<file path="src/rtl/timer_pkg.sv">
// Shared timer definitions: clock-select encodings, divisor table, clock-select
// FSM state encoding and the counter edge-mode constants.
package timer_pkg;

  typedef enum logic [2:0] {
    SEL_STOP    = 3'b000,
    SEL_DIV2    = 3'b001,
    SEL_DIV8    = 3'b010,
    SEL_DIV64   = 3'b011,
    SEL_DIV256  = 3'b100,
    SEL_DIV1024 = 3'b101,
    SEL_EXT     = 3'b110,
    SEL_RSVD    = 3'b111
  } clk_sel_e;

  typedef enum logic [1:0] {
    EDGE_PROHIBITED = 2'b00,
    EDGE_RISING     = 2'b01,
    EDGE_FALLING    = 2'b10,
    EDGE_BOTH       = 2'b11
  } edge_mode_e;

  localparam logic [1:0] ST_STOP   = 2'd0;
  localparam logic [1:0] ST_SWITCH = 2'd1;
  localparam logic [1:0] ST_RUN    = 2'd2;

  // Terminal prescaler count (N-1) for a divided source; 0 for anything else.
  function automatic int unsigned term_count(input logic [2:0] sel);
    case (sel)
      SEL_DIV2:    term_count = 1;
      SEL_DIV8:    term_count = 7;
      SEL_DIV64:   term_count = 63;
      SEL_DIV256:  term_count = 255;
      SEL_DIV1024: term_count = 1023;
      default:     term_count = 0;
    endcase
  endfunction

  // Stop and reserved encodings keep the counter clock parked.
  function automatic logic sel_is_source(input logic [2:0] sel);
    sel_is_source = (sel != SEL_STOP) && (sel != SEL_RSVD);
  endfunction

endpackage

</file>
<file path="src/rtl/timer_sync.sv">
// Single-bit multi-flop synchroniser for an asynchronous input pin.
// Ports: clk, rst_n (async active-low), d (async input), q (synchronised).
module timer_sync #(
  parameter int unsigned STAGES = 2
) (
  input  logic clk,
  input  logic rst_n,
  input  logic d,
  output logic q
);

  logic [STAGES-1:0] sync_q;
  logic [STAGES-1:0] sync_d;

  // Shift the pin through the flop chain.
  always_comb begin
    sync_d    = sync_q;
    sync_d[0] = d;
    for (int unsigned i = 1; i < STAGES; i++) begin
      sync_d[i] = sync_q[i-1];
    end
  end

  always_ff @(posedge clk or negedge rst_n) begin
    if (!rst_n) sync_q <= '0;
    else        sync_q <= sync_d;
  end

  assign q = sync_q[STAGES-1];

endmodule

</file>
<file path="src/rtl/timer_clock_select.sv">
// Timer clock-source select and prescaler; produces the timer CounterClock.
// Ports: SysClock/SysResetN (async active-low), ClockSelect (source select),
// ExternalClock (async pin), PrescalerClear (sync clear), CounterClock
// (registered counter clock), Running (non-stop source active),
// PrescalerValue (prescaler readback).
module timer_clock_select
  import timer_pkg::*;
#(
  parameter int unsigned PRESCALER_WIDTH = 10,
  parameter int unsigned SYNC_STAGES     = 2
) (
  input  logic                       SysClock,
  input  logic                       SysResetN,
  input  logic [2:0]                 ClockSelect,
  input  logic                       ExternalClock,
  input  logic                       PrescalerClear,
  output logic                       CounterClock,
  output logic                       Running,
  output logic [PRESCALER_WIDTH-1:0] PrescalerValue
);

  localparam int unsigned PW = PRESCALER_WIDTH;

  logic [1:0]    state_q, state_d;
  logic [2:0]    sel_q, sel_d;
  logic [PW-1:0] presc_q, presc_d;
  logic          cclk_q, cclk_d;
  logic          running_q, running_d;
  logic [PW-1:0] term_cnt;
  logic          at_term;
  logic          ext_sync;

  timer_sync #(
    .STAGES(SYNC_STAGES)
  ) u_ext_sync (
    .clk  (SysClock),
    .rst_n(SysResetN),
    .d    (ExternalClock),
    .q    (ext_sync)
  );

  // Next-state and registered-output logic.
  always_comb begin
    state_d   = state_q;
    sel_d     = sel_q;
    presc_d   = presc_q;
    cclk_d    = 1'b0;
    term_cnt  = PW'(term_count(sel_q));
    at_term   = (presc_q == term_cnt);

    case (state_q)
      ST_SWITCH: begin
        // Latch whatever is presented now; a later change re-enters SWITCH.
        sel_d   = ClockSelect;
        presc_d = '0;
        state_d = sel_is_source(ClockSelect) ? ST_RUN : ST_STOP;
      end
      ST_RUN: begin
        if (sel_q == SEL_EXT) begin
          cclk_d  = ext_sync;
          presc_d = '0;
        end else begin
          cclk_d  = at_term && !PrescalerClear;
          presc_d = at_term ? '0 : presc_q + PW'(1);
        end
      end
      ST_STOP: ;
      default: state_d = ST_STOP;
    endcase

    if (PrescalerClear) presc_d = '0;

    // Select change parks the clock low for the SWITCH cycle.
    if ((state_q != ST_SWITCH) && (ClockSelect != sel_q)) begin
      state_d = ST_SWITCH;
      presc_d = '0;
      cclk_d  = 1'b0;
    end

    running_d = (state_d == ST_RUN);
  end

  always_ff @(posedge SysClock or negedge SysResetN) begin
    if (!SysResetN) begin
      state_q   <= ST_STOP;
      sel_q     <= SEL_STOP;
      presc_q   <= '0;
      cclk_q    <= 1'b0;
      running_q <= 1'b0;
    end else begin
      state_q   <= state_d;
      sel_q     <= sel_d;
      presc_q   <= presc_d;
      cclk_q    <= cclk_d;
      running_q <= running_d;
    end
  end

  assign CounterClock   = cclk_q;
  assign Running        = running_q;
  assign PrescalerValue = presc_q;

endmodule
</file>
<file path="config.mk">
export PLATFORM = sky130hd
export DESIGN_NAME = timer_clock_select
export DESIGN_NICKNAME = d
export VERILOG_FILES = /design/src/rtl/timer_pkg.sv /design/src/rtl/timer_sync.sv /design/src/rtl/timer_clock_select.sv
export SDC_FILE = /design/constraint.sdc
export NUM_CORES = 1
export LEC_CHECK = 0
export ABC_AREA = 1
export CAP_MARGIN = 5
export CORE_MARGIN = 2
export CORE_UTILIZATION = 45
export DETAILED_ROUTE_END_ITERATION = 7
export HOLD_SLACK_MARGIN = 0.02
export PLACE_DENSITY_LB_ADDON = 0.12
export SYNTH_ARGS = -nofsm -noshare
export SYNTH_HDL_FRONTEND = slang
export SYNTH_SLANG_ARGS = --single-unit
</file>
<file path="constraint.sdc">
create_clock -name SysClock -period 3.8 [get_ports SysClock]
set_input_delay 0.76 -clock SysClock [delete_from_list [all_inputs] [get_ports SysClock]]
set_output_delay 0.76 -clock SysClock [all_outputs]
set_load 0.1 [all_outputs]
</file>
* Word-level counts from Yosys, hierarchy flattened *
Index checks and enable logic that the tools add are counted.

word-level totals
  flip-flop bits (word level) = 19
  output and inout bits = 12
  bits of input ports = 7

operators by class
  mux-type cells = 12
  equal/unequal tests = 13
  reduce and logical (&&, ||, !) cells = 8
  add/sub/neg operators = 1

operators with widths
  cell                   count
  $pmux 10 s5            1
  $mux 10                4
  $pmux 10 s2            1
  $add 10x1->10 const B  1
  $eq 10x10->1           1
  $eq 3x3->1 const B     3
  $eq 3x2->1 const B     2
  $eq 2x2->1 const B     2
  $mux 2                 2
  $pmux 2 s2             1
  $reduce_bool 4->1      1
  $eq 3x1->1 const B     1
  $logic_and 1x1->1      3
  $mux 1                 3
  $ne 3x3->1             1
  $ne 3x3->1 const B     1
  $reduce_bool 3->1      1
  $eq 2x1->1 const B     1
  $logic_not 2->1        1
  $ne 2x1->1 const B     1
  $reduce_or 2->1        1
  $logic_not 1->1        1

* Logic depth before layout (Yosys ltp) *
  depth in word-level cells = 8
  depth in mapped cells = 12

* Hierarchy *
Synthesis repeated with hierarchy kept, for this count alone.

unflattened totals
  cell total of the unflattened synthesis = 157
  area, all modules = 1217.4 um2

by module, submodules not included
  module              sequential area each (um2)  area an instance (um2)  times used  cells each
  timer_clock_select  425.4                       1167.4                  1           155
  timer_sync          50.0                        50.0                    1           2

* Worst setup path after synthesis *
OpenSTA, ideal clock, no wires.

  path type = reg2reg
  start point = reg presc_q[0] (netlist: PrescalerValue[0])
  end point = reg presc_q[9] (netlist: PrescalerValue[9])
  setup slack = 1.740 ns
  stages on the path, launching flop included = 9
  required time = 3.721 ns
  arrival = 1.981 ns
  setup time = 0.079 ns
  path through = dfrtp_1 -> inv_1 -> nor2_1 -> nand2_1 -> nor2_1 -> nand2_1 -> nor2_1 -> a21oi_1 -> a21oi_1

on the way
  longest elaborated chain between the ends = 6
  elaborated cells on any way between the ends = 7

ends and longest elaborated chain
  item                                                  line                                                source
  from (decl)                                           timer_clock_select.sv:26                            logic [PW-1:0] presc_q, presc_d;
  from (signal assigned)                                timer_clock_select.sv:93                            presc_q <= presc_d;
  $add 10x1->10 / $eq 10x10->1 (equally long branches)  timer_clock_select.sv:64, timer_clock_select.sv:49
  $mux 10 *                                             timer_clock_select.sv:64                            presc_d = at_term ? '0 : presc_q + PW'(1);
  $mux 10 *                                             timer_clock_select.sv:59                            if (sel_q == SEL_EXT) begin
  $pmux 10 s2 *                                         timer_clock_select.sv:51                            case (state_q)
  $mux 10 *                                             timer_clock_select.sv:71                            if (PrescalerClear) presc_d = '0;
  $mux 10 *                                             timer_clock_select.sv:74                            if ((state_q != ST_SWITCH) && (ClockSelect != sel_q)) begin

Mark *: on every way between the ends. The rest lies on a longest branch, timed or not.
A chain may end at the register's enable or synchronous reset.

* Worst setup path after layout *
  start point = reg presc_q[2] (netlist: PrescalerValue[2])
  end point = out PrescalerValue[2]

RTL lines
  item       line                      source
  to (decl)  timer_clock_select.sv:19  output logic [PRESCALER_WIDTH-1:0] PrescalerValue

No word-level cell between the ends.

==> flow_summary.yaml <==
detailed_routing:
  avgRoutedWirePerCell_um: 11.71
  vias: 1116
  first_pass_iters: 4
  first_iter_violations: 39
  viasPerCell: 5.073
  ant_nets: 0
  routed_wl_um: 2576
  drc: 0
worst_setup_path:
  critical_path_buf_inv_count: 1
  cp_slowest_cell: "clkdlybuf4s50_1"
  crit_type: "register to output pin"
  endpoint_kind: "output pin"
  cp_top_family: "buffers and inverters"
  required_ps: 3040
  start_kind: "register"
  crit_chain: "clkdlybuf4s50_1"
  worstPathMaxFanout: 7
  cpPeakStageDelay_ps: 1170
  worstPathArrival_ps: 1930
clocking:
  cts.htree.levels: 1
  path_clk_slew_ps: 110
  cts_tree: "yes"
  post-cts-setup-buffers: 0
  hold_buffers: 0
  cts_sinks: 19
  cts_root_buf: "clkbuf_4"
  clk_latency_ps: 300
  ctsResizeCount: 0
  clk_path_buf_depth: 2
  cts_buffers: 3
sta:
  maxSlewViolCount: 0
  post-route-period-util_pct: 70.81
  clock_skew_ps: 1.847
  worst_pin_slew_ps: 971.6
  rsz0062_at_grt: "no"
  maxSlewHeadroom_pct: 35.03
  setup_tns_ps: 0
  fin_crit_ps: 2691
  fmax_mhz: 371.6
  finalSetupViolations: 0
  final-hold-violation-count: 0
global_routing:
  grt_usage_pct: 18.43
  grt_max_degree: 20
  grt_pass1_wl_um: 4609
  grt_pass1_vias: 1050
  antenna_found_initial: 0
  grt.overflow.total: 0
floorplanning:
  dieHeight_um: 56.68
  core-area_sq_um: 2686
  num_rows: 19
  die-width_um: 56.68
  dieArea_sq_um: 3212
  start_util_pct: 46.48
  pin_count: 19
synthesis:
  ys_seq_area_share_pct: 38.08
  syn_area_per_cell_sq_um: 7.433
  synth-seq-cells: 19
  syn-cell-area_sq_um: 1249
  synth_top_area_cell: "dfrtp_1"
  synth_top_area_share_pct: 38.08
  synth_area_leaders: "dfrtp_1 (38%), nand2_1 (14%), inv_1 (6.6%)"
  synth_warnings: 0
  synth_nets: 181
  syn_inst: 168
  synth_cell_types: 23
finish:
  nets: 203
  multiInputGateArea_sq_um: 668.1
  final_core_util_pct: 55.19
  instances_no_fill: 220
  drive_above_1_share_pct: 10.05
  ff_latch_area_sq_um: 475.5
  fill_cells: 247
  final_cell_mix: "nand2_1 (45), inv_1 (22), dfrtp_1 (19)"
  final_common_cell: "nand2_1"
  area_growth_pct: 18.74
  n_antenna_cell: 0
  design_area_sq_um: 1483
power:
  power_density_nw_per_um2: 560.2
  p_leak_nw: 0.7573
  internal_power_uw: 420.9
  peakVddDrop_uv: 392.9
  p_total_uw: 830.6
  combPwrFrac_pct: 53.7
  seqPwrFrac_pct: 33.4
  swShare_pct: 49.32
  power.share.clock_pct: 12.9
  switchingPower_uw: 409.7
placed_design:
  portBuffers: 18
  globalplace.congestion: 0.8567
  placed_cell_area_sq_um: 1456
  hpwl_um: 1967
  dpl.cell_count: 216
hold_path:
  min_path_type: "register to register"
flow_run:
  cap_violations: 0
run_status:
  outcome: "completed"
-- worst register-to-register path, stage by stage (launching register included) --
cell and delay (ps):
dfrtp_1 470, inv_1 130, ha_1 330, inv_1 60, nand2_1 60, o21a_1 130
nand2_1 50, nor2_1 90, nand2_1 140, nand2_2 150, nand2_4 70, inv_2 90
nor2_2 40
-- metrics by stage --
step / setup slack (ps) / hold WS, ps
final: 1109 / 371.5
after global routing: 1054 / 368.2
after detailed placement: 1435 / 349.8
after floorplan: 1740 / 331.2
after global placement: 1463 / 338.2
after CTS: 1094 / 381.2
-- Yosys cell counts --
cell type and count:
nand2_1 45, inv_1 22, dfrtp_1 19, nand3_1 16, nor2_1 15, a21oi_1 10, o21ai_0 9, ha_1 6
nand2_4 4, nor2_2 4, inv_2 3, nand2_2 2, nand3b_1 2, o211ai_1 2, buf_6 1, nand3_2 1
nand4_1 1, nand4_2 1, nor2_8 1, o21a_1 1, o22ai_1 1, xnor2_1 1, xor2_1 1
-- metal layers --
| metal | GRT usage (%) | share of wire (%) |
|---|---|---|
| met3 | 2.304 | 3.0 |
| met2 | 28.74 | 45 |
| met1 | 25.74 | 50 |
| met5 | 0 | 0 |
| met4 | 7.823 | 1.1 |
-- worst paths after layout --
path	endpoint	slack (ps)	startpoint	cells past startpoint
setup reg to reg	PrescalerValue[4]$_DFFE_PN0P_	1890	sel_q[1]$_DFFE_PN0N_	12
max in group asynchronous	PrescalerValue[7]$_DFFE_PN0P_	2320	SysResetN	1
hold / removal	u_ext_sync.sync_q[1]$_DFF_PN0_	370	u_ext_sync.sync_q[0]$_DFF_PN0_	0
setup / recovery	PrescalerValue[2]	1110	PrescalerValue[2]$_DFFE_PN0P_	1
hold reg to reg	u_ext_sync.sync_q[1]$_DFF_PN0_	370	u_ext_sync.sync_q[0]$_DFF_PN0_	0
min in group asynchronous	sel_q[0]$_DFFE_PN0N_	950	SysResetN	1
-- registers in the layout (all words and copies together) (netlist names) --
| register | cells |
|---|---|
| sel_q | 3 |
| Running | 1 |
| state_q | 2 |
| CounterClock | 1 |
| u_ext_sync.sync_q | 2 |
| PrescalerValue | 10 |
-- final cells by class --
type / count / area share [%]
well taps: 31 / 2.616
clock buffers: 4 / 1.772
repair buffers: 18 / 12.15
flip-flops and latches: 19 / 32.07
multi-input cells: 123 / 45.06
inverters: 25 / 6.329
-- cell families after synthesis --
family | Yosys count | synth area share, %
AOI/OAI and AO/OA | 23 | 9.920
buffers and inverters | 26 | 8.417
DFF | 19 | 38.08
and+or+nand+nor | 92 | 36.17
xor gates and xnor gates | 2 | 1.403
adders and majority gates | 6 | 6.012
-- power by group through the flow --
stage / registers [mW] / clock network (mW) / logic (mW)
CTS: 0.276 / 0.112 / 0.451
global route: 0.282 / 0.117 / 0.510
finish: 0.277 / 0.108 / 0.446
detailed placement: 0.279 / 0 / 0.449
floorplan: 0.307 / 0 / 0.333
global placement: 0.279 / 0 / 0.441
No activity file was read; power rests on OpenSTA's default activity.
